### config.mk
export PLATFORM = sky130hd
export DESIGN_NAME = cache_inv_ctrl
export DESIGN_NICKNAME = d
export VERILOG_FILES = /design/src/rtl/cache_inv_ctrl.sv
export SDC_FILE = /design/constraint.sdc
export NUM_CORES = 1
export LEC_CHECK = 0
export CAP_MARGIN = 20
export CORE_MARGIN = 4
export CORE_UTILIZATION = 40
export DETAILED_ROUTE_END_ITERATION = 10
export GPL_TIMING_DRIVEN = 1
export PLACE_DENSITY = 0.93
export SETUP_SLACK_MARGIN = 0.2
export SLEW_MARGIN = 25
export SYNTH_ARGS = -nofsm -noshare
export SYNTH_HDL_FRONTEND = slang
export SYNTH_SLANG_ARGS = --single-unit
### constraint.sdc
create_clock -name aclk -period 4.4 [get_ports aclk]
set_clock_uncertainty 0.1 [all_clocks]
set_input_delay 0.88 -clock aclk [delete_from_list [all_inputs] [get_ports aclk]]
set_output_delay 0.88 -clock aclk [all_outputs]
set_load 0.03 [all_outputs]
### src/rtl/cache_inv_ctrl.sv
// Cache invalidation sequencer: full-array walk or single-line smart invalidate, plus STATUS_REG_CACHE.
// Define CACHE_INV_SMART_EN to build the smart (single-line) invalidate path.
module cache_inv_ctrl #(
  parameter int unsigned ADDR_W = 32,
  parameter int unsigned IDX_W  = 10
) (
  input  logic              aclk,
  input  logic              aresetn,
  input  logic              cfg_enable,
  input  logic [9:0]        cfg_cache_size,
  input  logic [9:0]        cfg_line_size,
  input  logic              cfg_invalidate,
  input  logic [ADDR_W-1:0] cfg_smart_addr,
  input  logic              cfg_smart_wr,
  output logic              inv_clear,
  output logic              tag_en,
  output logic              tag_we,
  output logic [IDX_W-1:0]  tag_idx,
  input  logic              tag_rvalid,
  input  logic [ADDR_W-1:0] tag_rtag,
  output logic [31:0]       status,
  output logic              busy
);

  typedef enum logic [2:0] {
    IDLE, FULL, DONE
`ifdef CACHE_INV_SMART_EN
    , SMART_RD, SMART_WAIT, SMART_CMP
`endif
  } state_t;

  state_t            state_q, state_d;
  logic              inv_q, inv_clear_q, inv_clear_d;
  logic              pend_q, pend_d;
  logic [IDX_W-1:0]  cnt_q, cnt_d, last_q, last_d;
  logic              done_q, done_d, hit_q, hit_d, err_q, err_d, drop_q, drop_d;
  logic [15:0]       lines_q, lines_d;
  logic              full_req, smart_req, cfg_err, take_full;

  function automatic logic bad_field(input logic [9:0] v);
    return (v == '0) || ((v & (v - 10'd1)) != '0);
  endfunction

  assign full_req = cfg_invalidate & ~inv_q;
  assign cfg_err  = bad_field(cfg_cache_size) | bad_field(cfg_line_size);

`ifdef CACHE_INV_SMART_EN
  logic [ADDR_W-1:0] line_q, line_d, smart_line;
  logic [IDX_W-1:0]  sidx_q, sidx_d, smart_idx;
  logic              rhit_q, rhit_d;
  logic [3:0]        line_sh;

  // Full request takes priority; a simultaneous smart write is discarded silently.
  assign smart_req = cfg_smart_wr & ~full_req;

  always_comb begin
    line_sh = '0;
    for (int unsigned i = 0; i < 10; i++)
      if (cfg_line_size[i]) line_sh = 4'(i);
  end

  assign smart_line = cfg_smart_addr >> line_sh;
  assign smart_idx  = smart_line[IDX_W-1:0] & IDX_W'(cfg_cache_size - 10'd1);
`else
  logic unused_smart;
  assign smart_req    = 1'b0;
  assign unused_smart = ^{cfg_smart_wr, cfg_smart_addr, tag_rvalid, tag_rtag};
`endif

  always_ff @(posedge aclk) begin
    if (!aresetn) begin
      state_q     <= IDLE;
      inv_q       <= 1'b0;
      inv_clear_q <= 1'b0;
      pend_q      <= 1'b0;
      cnt_q       <= '0;
      last_q      <= '0;
      done_q      <= 1'b0;
      hit_q       <= 1'b0;
      err_q       <= 1'b0;
      drop_q      <= 1'b0;
      lines_q     <= '0;
`ifdef CACHE_INV_SMART_EN
      line_q      <= '0;
      sidx_q      <= '0;
      rhit_q      <= 1'b0;
`endif
    end else begin
      state_q     <= state_d;
      inv_q       <= cfg_invalidate;
      inv_clear_q <= inv_clear_d;
      pend_q      <= pend_d;
      cnt_q       <= cnt_d;
      last_q      <= last_d;
      done_q      <= done_d;
      hit_q       <= hit_d;
      err_q       <= err_d;
      drop_q      <= drop_d;
      lines_q     <= lines_d;
`ifdef CACHE_INV_SMART_EN
      line_q      <= line_d;
      sidx_q      <= sidx_d;
      rhit_q      <= rhit_d;
`endif
    end
  end

  always_comb begin
    state_d     = state_q;
    inv_clear_d = full_req;
    pend_d      = pend_q;
    cnt_d       = cnt_q;
    last_d      = last_q;
    done_d      = done_q;
    hit_d       = hit_q;
    err_d       = err_q;
    drop_d      = drop_q;
    lines_d     = lines_q;
    take_full   = 1'b0;
`ifdef CACHE_INV_SMART_EN
    line_d      = line_q;
    sidx_d      = sidx_q;
    rhit_d      = rhit_q;
`endif
    case (state_q)
      IDLE: take_full = full_req;
      FULL: begin
        cnt_d = cnt_q + IDX_W'(1);
        if (lines_q != 16'hFFFF) lines_d = lines_q + 16'd1;
        if (cnt_q == last_q) state_d = DONE;
      end
`ifdef CACHE_INV_SMART_EN
      SMART_RD:   state_d = SMART_WAIT;
      SMART_WAIT: begin
        rhit_d  = tag_rvalid && (tag_rtag == line_q);
        state_d = SMART_CMP;
      end
      SMART_CMP: begin
        if (rhit_q) begin
          hit_d   = 1'b1;
          lines_d = 16'd1;
        end
        state_d = DONE;
      end
`endif
      DONE: begin
        // A held full request launches straight out of DONE, with acceptance checks re-applied.
        done_d    = 1'b1;
        state_d   = IDLE;
        take_full = pend_q | full_req;
        pend_d    = 1'b0;
      end
      default: state_d = IDLE;
    endcase

    if (state_q != IDLE && state_q != DONE && full_req) pend_d = 1'b1;
    if (state_q != IDLE && smart_req) drop_d = 1'b1;

    if (take_full) begin
      if (cfg_enable) begin
        if (cfg_err) begin
          err_d = 1'b1;
        end else begin
          state_d = FULL;
          cnt_d   = '0;
          last_d  = IDX_W'(cfg_cache_size - 10'd1);
          done_d  = 1'b0;
          hit_d   = 1'b0;
          err_d   = 1'b0;
          lines_d = '0;
        end
      end
    end
`ifdef CACHE_INV_SMART_EN
    else if (state_q == IDLE && smart_req && cfg_enable) begin
      if (cfg_err) begin
        err_d = 1'b1;
      end else begin
        state_d = SMART_RD;
        line_d  = smart_line;
        sidx_d  = smart_idx;
        done_d  = 1'b0;
        hit_d   = 1'b0;
        err_d   = 1'b0;
        lines_d = '0;
      end
    end
`endif
  end

  always_comb begin
    tag_en  = 1'b0;
    tag_we  = 1'b0;
    tag_idx = '0;
    case (state_q)
      FULL: begin
        tag_en  = 1'b1;
        tag_we  = 1'b1;
        tag_idx = cnt_q;
      end
`ifdef CACHE_INV_SMART_EN
      SMART_RD: begin
        tag_en  = 1'b1;
        tag_idx = sidx_q;
      end
      SMART_CMP: begin
        tag_en  = rhit_q;
        tag_we  = rhit_q;
        tag_idx = rhit_q ? sidx_q : '0;
      end
`endif
      default: ;
    endcase
  end

  assign busy      = (state_q != IDLE);
  assign inv_clear = inv_clear_q;
  assign status    = {lines_q, 11'b0, drop_q, err_q, hit_q, done_q, busy};

endmodule

Word-level counts from Yosys, hierarchy flattened
Cells that the tools add are included.

$add $sub $neg: 4. Equality and inequality tests: 5. Muxes and demuxes: 24. Bitwise operators: 7. Reduce and logical (&&, ||, !) cells: 13.

Operator list (number): 16-bit two-way mux (5); 10-bit two-way mux (5); 10-bit bitwise AND (2); 10-bit zero test (2); 10-bit nonzero test (2); 10-bit by 1-bit subtractor with 10-bit output (second input constant) (2); 16-bit by 1-bit adder with 16-bit output (second input constant) (1); 16-bit inequality test (second input constant) (1); 3-bit two-way mux (4); 10-bit by 1-bit adder with 10-bit output (second input constant) (1); 10-bit equality test (1); 1-bit two-way mux (8); 3-bit one-hot mux with 2 select lines (1); 3-bit by 1-bit equality test with 1-bit output (second input constant) (1); 3-bit by 2-bit equality test with 1-bit output (second input constant) (1); 3-bit zero test (1); 3-bit by 2-bit inequality test with 1-bit output (second input constant) (1); 3-bit AND reduction (1); 3-bit nonzero test (1); 1-bit logical AND (2); 1-bit logical OR (2); 1-bit inverter (2); 1-bit bitwise OR (2); 1-bit one-hot mux with 2 select lines (1); other kinds (3) (3).

Bits in registers: 44. Input bits: 90. Output and inout bits: 46.

Longest topological paths before layout
Depth after elaboration: 8. Mapped depth: 13.

Least setup slack after synthesis
OpenSTA, ideal clock, no wires.

Path type: input port to flip-flop. Start point: input cfg_cache_size[2]. End point: register lines_q[11]. Setup time: 115 ps. Arrival: 3443 ps. Slack: 742 ps. Cell stages on the path: 11. Path buffers: 2. Path through: or3_1 or3_1 or3_1 ha_1 nor4_1 nand4_1 or3_1 o41ai_2 buf_4 buf_6 nor2_1.

Word-level cells in the longest chain between the ends: 8.

RTL lines: start: declaration (line 10) `input logic [9:0] cfg_cache_size,`; 10-bit by 1-bit subtractor with 10-bit output (line 41) `return (v == '0) || ((v & (v - 10'd1)) != '0);`; 10-bit bitwise AND (line 41); 10-bit nonzero test (line 41); 1-bit logical OR * (line 41); 1-bit bitwise OR * (line 45) `assign cfg_err = bad_field(cfg_cache_size) | bad_field(cfg_line_size);`; 16-bit two-way mux * (line 161) `if (cfg_err) begin`; 16-bit two-way mux * (line 160) `if (cfg_enable) begin`; 16-bit two-way mux * (line 159) `if (take_full) begin`; end signal: assignment (line 99) `lines_q <= lines_d;`; end: declaration (line 37) `logic [15:0] lines_q, lines_d;`.

Every way passes the cells marked *; elsewhere a longest branch is shown, timed or not. A chain may end at the register's enable or synchronous reset.

Final worst setup path
Start point: input cfg_cache_size[2]. End point: register state_q[1].

Word-level cells in the longest chain between the ends: 8.

RTL lines: 10-bit by 1-bit subtractor with 10-bit output (line 41); 10-bit bitwise AND (line 41); 10-bit nonzero test (line 41); 1-bit logical OR * (line 41); 1-bit bitwise OR * (line 45); 3-bit two-way mux * (line 161); 3-bit two-way mux * (line 160); 3-bit two-way mux * (line 159); end signal: assignment (line 89) `state_q <= state_d;`; end: declaration (line 32) `state_t state_q, state_d;`.

Marks and branches as above.

==> results.cfg <==
[run]
cap_violations = 0

[clock_tree]
root_buffer = clkbuf_8
clock_latency_ns = 0.29
clock_tree.buffer_depth = 2
cts_tree = yes
postCtsSetupRepairBufs = 0
clk_pin_slew_ns = 0.07
cts_hold_buf = 0
cts_made_buffers = 5
cts.sinks = 44
cts_resized = 0
htreeDepth = 2

[critical_path]
cp_data_required_time_ns = 4.46
crit_start = cfg_cache_size[2]
rr_worst_depth = 7
setup.worst_path.end = state_q[1]$_SDFF_PN0_
path_class = in -> reg
worst-path-max-fanout = 29
rrSetupSlack_ns = 2.07
cp.arrival_ns = 4.10
rr_endpoint = lines_q[15]$_SDFF_PN0_
cp-end-kind = register
timing.rr.start = state_q[1]$_SDFF_PN0_
cp-start-kind = primary input

[power]
p_per_area_nw_per_um2 = 230
clock_power_share = 0.343
p_seq_frac = 0.542
power_leakage_nw = 1.20
power_switching_mw = 0.175
irDropWorstVdd_v = 0.000163
internal_power_mw = 0.565
comb_power_share = 0.115
p_sw_frac = 0.237

[status]
status = completed

[layout]
diodes = 0
drive_gt1_frac = 0.0478
n_fill_cell = 558
nets = 459
final_area_um2 = 3220
syn_to_final_growth_pct = 25.9

[worst_hold_path]
min_path_cells = 2
holdCritPathClass = reg -> reg

[route]
drc = 0
viasPerCell = 5.10
dr.pass1.iters = 4
drt_iter0_drc = 188
wirelength_um = 5660
ant_nets = 0
wl_per_cell_um = 13.1
vias = 2198

[die]
boundaryPins = 136
die_area_um2 = 7740
rows = 28
core_region_area_um2 = 6060
die_h_um = 88.0
die_width_um = 88.0
start_util = 0.422

[sta]
relSlewSlack = 0.441
rsz0062_at_grt = false
tightestPinTransition_ns = 0.836
max_freq_ghz = 0.248
fin_crit_ns = 4.04
hold_violations = 0
finalSetupTns_ns = 0
period_share = 0.917
drv_slew = 0
finalSetupViolations = 0

[grt]
grt_usage = 0.156
grt_pass1_wl_um = 9670
grt_overflow = 0
antenna_found_initial = 0
grt_max_degree = 30
grt_pass1_vias = 2204

[place]
gp_congestion = 0.869
placed_area_um2 = 3130
place_hpwl_um = 4360
numPortBuffers = 56

[synth]
synthArstFlopShare = 0
ys_types = 42
synth_area_um2 = 2560
synthCells = 302
ys.flop_type = dfxtp_1
synth_edf_count = 0
syn_avg_cell_area_um2 = 8.47
yosys_warnings = 0
ys_seq_area_frac = 0.344
synth-seq-cells = 44
## worst max-delay path, cell delays in order
cell and delay, ns:
clkdlybuf4s50_1 0.45, or3_1 0.41, or3_1 0.36, or3_1 0.33, ha_1 0.18, nor4_1 0.21
nand4_1 0.13, or3_1 0.45, o41ai_4 0.41, buf_12 0.22, nor3_1 0.06
## stage by stage
step / setup WS, ns / hold slack (ns) / total power, mW / instances / util
3_3_place_gp: 0.108 / 0.336 / 0.494 / 423 / 0.517
4_1_cts: 0.382 / 0.357 / 0.749 / 431 / 0.531
6_report: 0.365 / 0.350 / 0.741 / 431 / 0.531
2_1_floorplan: 0.742 / 0.326 / 0.467 / 315 / -
5_1_grt: 0.210 / 0.386 / 0.775 / 431 / 0.531
3_5_place_dp: 0.0786 / 0.347 / 0.496 / 423 / 0.517
## cells in the mapped netlist, types with 2 or more instances
master,count,share of area
and4_1,2,0.0068
xor2_1,14,0.048
nor3_1,11,0.022
dfxtp_1,44,0.34
xnor2_1,16,0.055
or3_1,7,0.017
or2_2,2,0.0049
mux2i_1,12,0.047
inv_1,12,0.018
nor4_1,11,0.027
o41ai_2,2,0.013
nor2_1,33,0.048
nand3_1,7,0.014
and3_1,2,0.0049
nand2_1,30,0.044
and2_1,11,0.027
ha_1,14,0.068
buf_4,19,0.056
o21ai_0,5,0.0098
a21oi_1,5,0.0098
nand4_1,9,0.022
clkbuf_1,5,0.0073
nand2b_1,10,0.024
## layout by cell type (no fill, tap or decap), drive strengths merged, types with 10 or more instances in the layout
cell	instances
inv	12
nor2	33
nand2	30
ha	14
clkdlybuf4s50	56
conb	14
nor4	12
and2	11
xnor2	16
dfxtp	44
xor2	14
nand2b	10
nor3	12
mux2i	12
## layout make-up
class                   instances  area (µm²)  share of cell area
inverters                      12        45.0              0.0140
repair buffers                 59         596               0.185
multi-input cells             233        1520               0.470
flip-flops and latches         44         881               0.274
clock buffers                   8        90.1              0.0280
well taps                      75        93.8              0.0291
## routing by layer
layer,wire [µm],track usage,share of wire,vias up
li1,-,-,-,1102
met1,2340,0.178,0.41,1044
met2,3060,0.289,0.54,48
met3,236,0.0367,0.042,4
met4,29,0.0377,0.0051,0
met5,0,0,0,-
## worst min-delay path by stage
stage / start / endpoint / slack (ns)
final: err_q$_SDFFE_PN0P_ / err_q$_SDFFE_PN0P_ / 0.35
after global routing: last_q[5]$_SDFFE_PN0P_ / last_q[5]$_SDFFE_PN0P_ / 0.39
after CTS: err_q$_SDFFE_PN0P_ / err_q$_SDFFE_PN0P_ / 0.36
after detailed placement: err_q$_SDFFE_PN0P_ / err_q$_SDFFE_PN0P_ / 0.35
after global placement: err_q$_SDFFE_PN0P_ / err_q$_SDFFE_PN0P_ / 0.34
after floorplan: err_q$_SDFFE_PN0P_ / err_q$_SDFFE_PN0P_ / 0.33
## kinds of logic after synthesis
logic type	synth area share
XOR/XNOR	0.103
other	0.00147
buffers and inverters	0.0870
AO/OA/AOI/OAI	0.0533
multiplexers	0.0469
AND/OR/NAND/NOR	0.296
adder cells (fa/ha/maj)	0.0685
flip-flops	0.344
## power groups by stage
stage                     logic, mW  clock network (mW)  registers (mW)
after floorplan              0.0557                   0           0.412
after global placement       0.0829                   0           0.411
after detailed placement     0.0853                   0           0.411
after CTS                    0.0856               0.261           0.402
after global routing         0.0938               0.279           0.402
final                        0.0851               0.254           0.402
## registers in the layout, summed over array words and instances, names as in the netlist
register	count
inv_clear	1
state_q	3
inv_q	1
lines_q	16
err_q	1
done_q	1
pend_q	1
last_q	10
cnt_q	10
No activity file was read; power rests on OpenSTA's default activity.
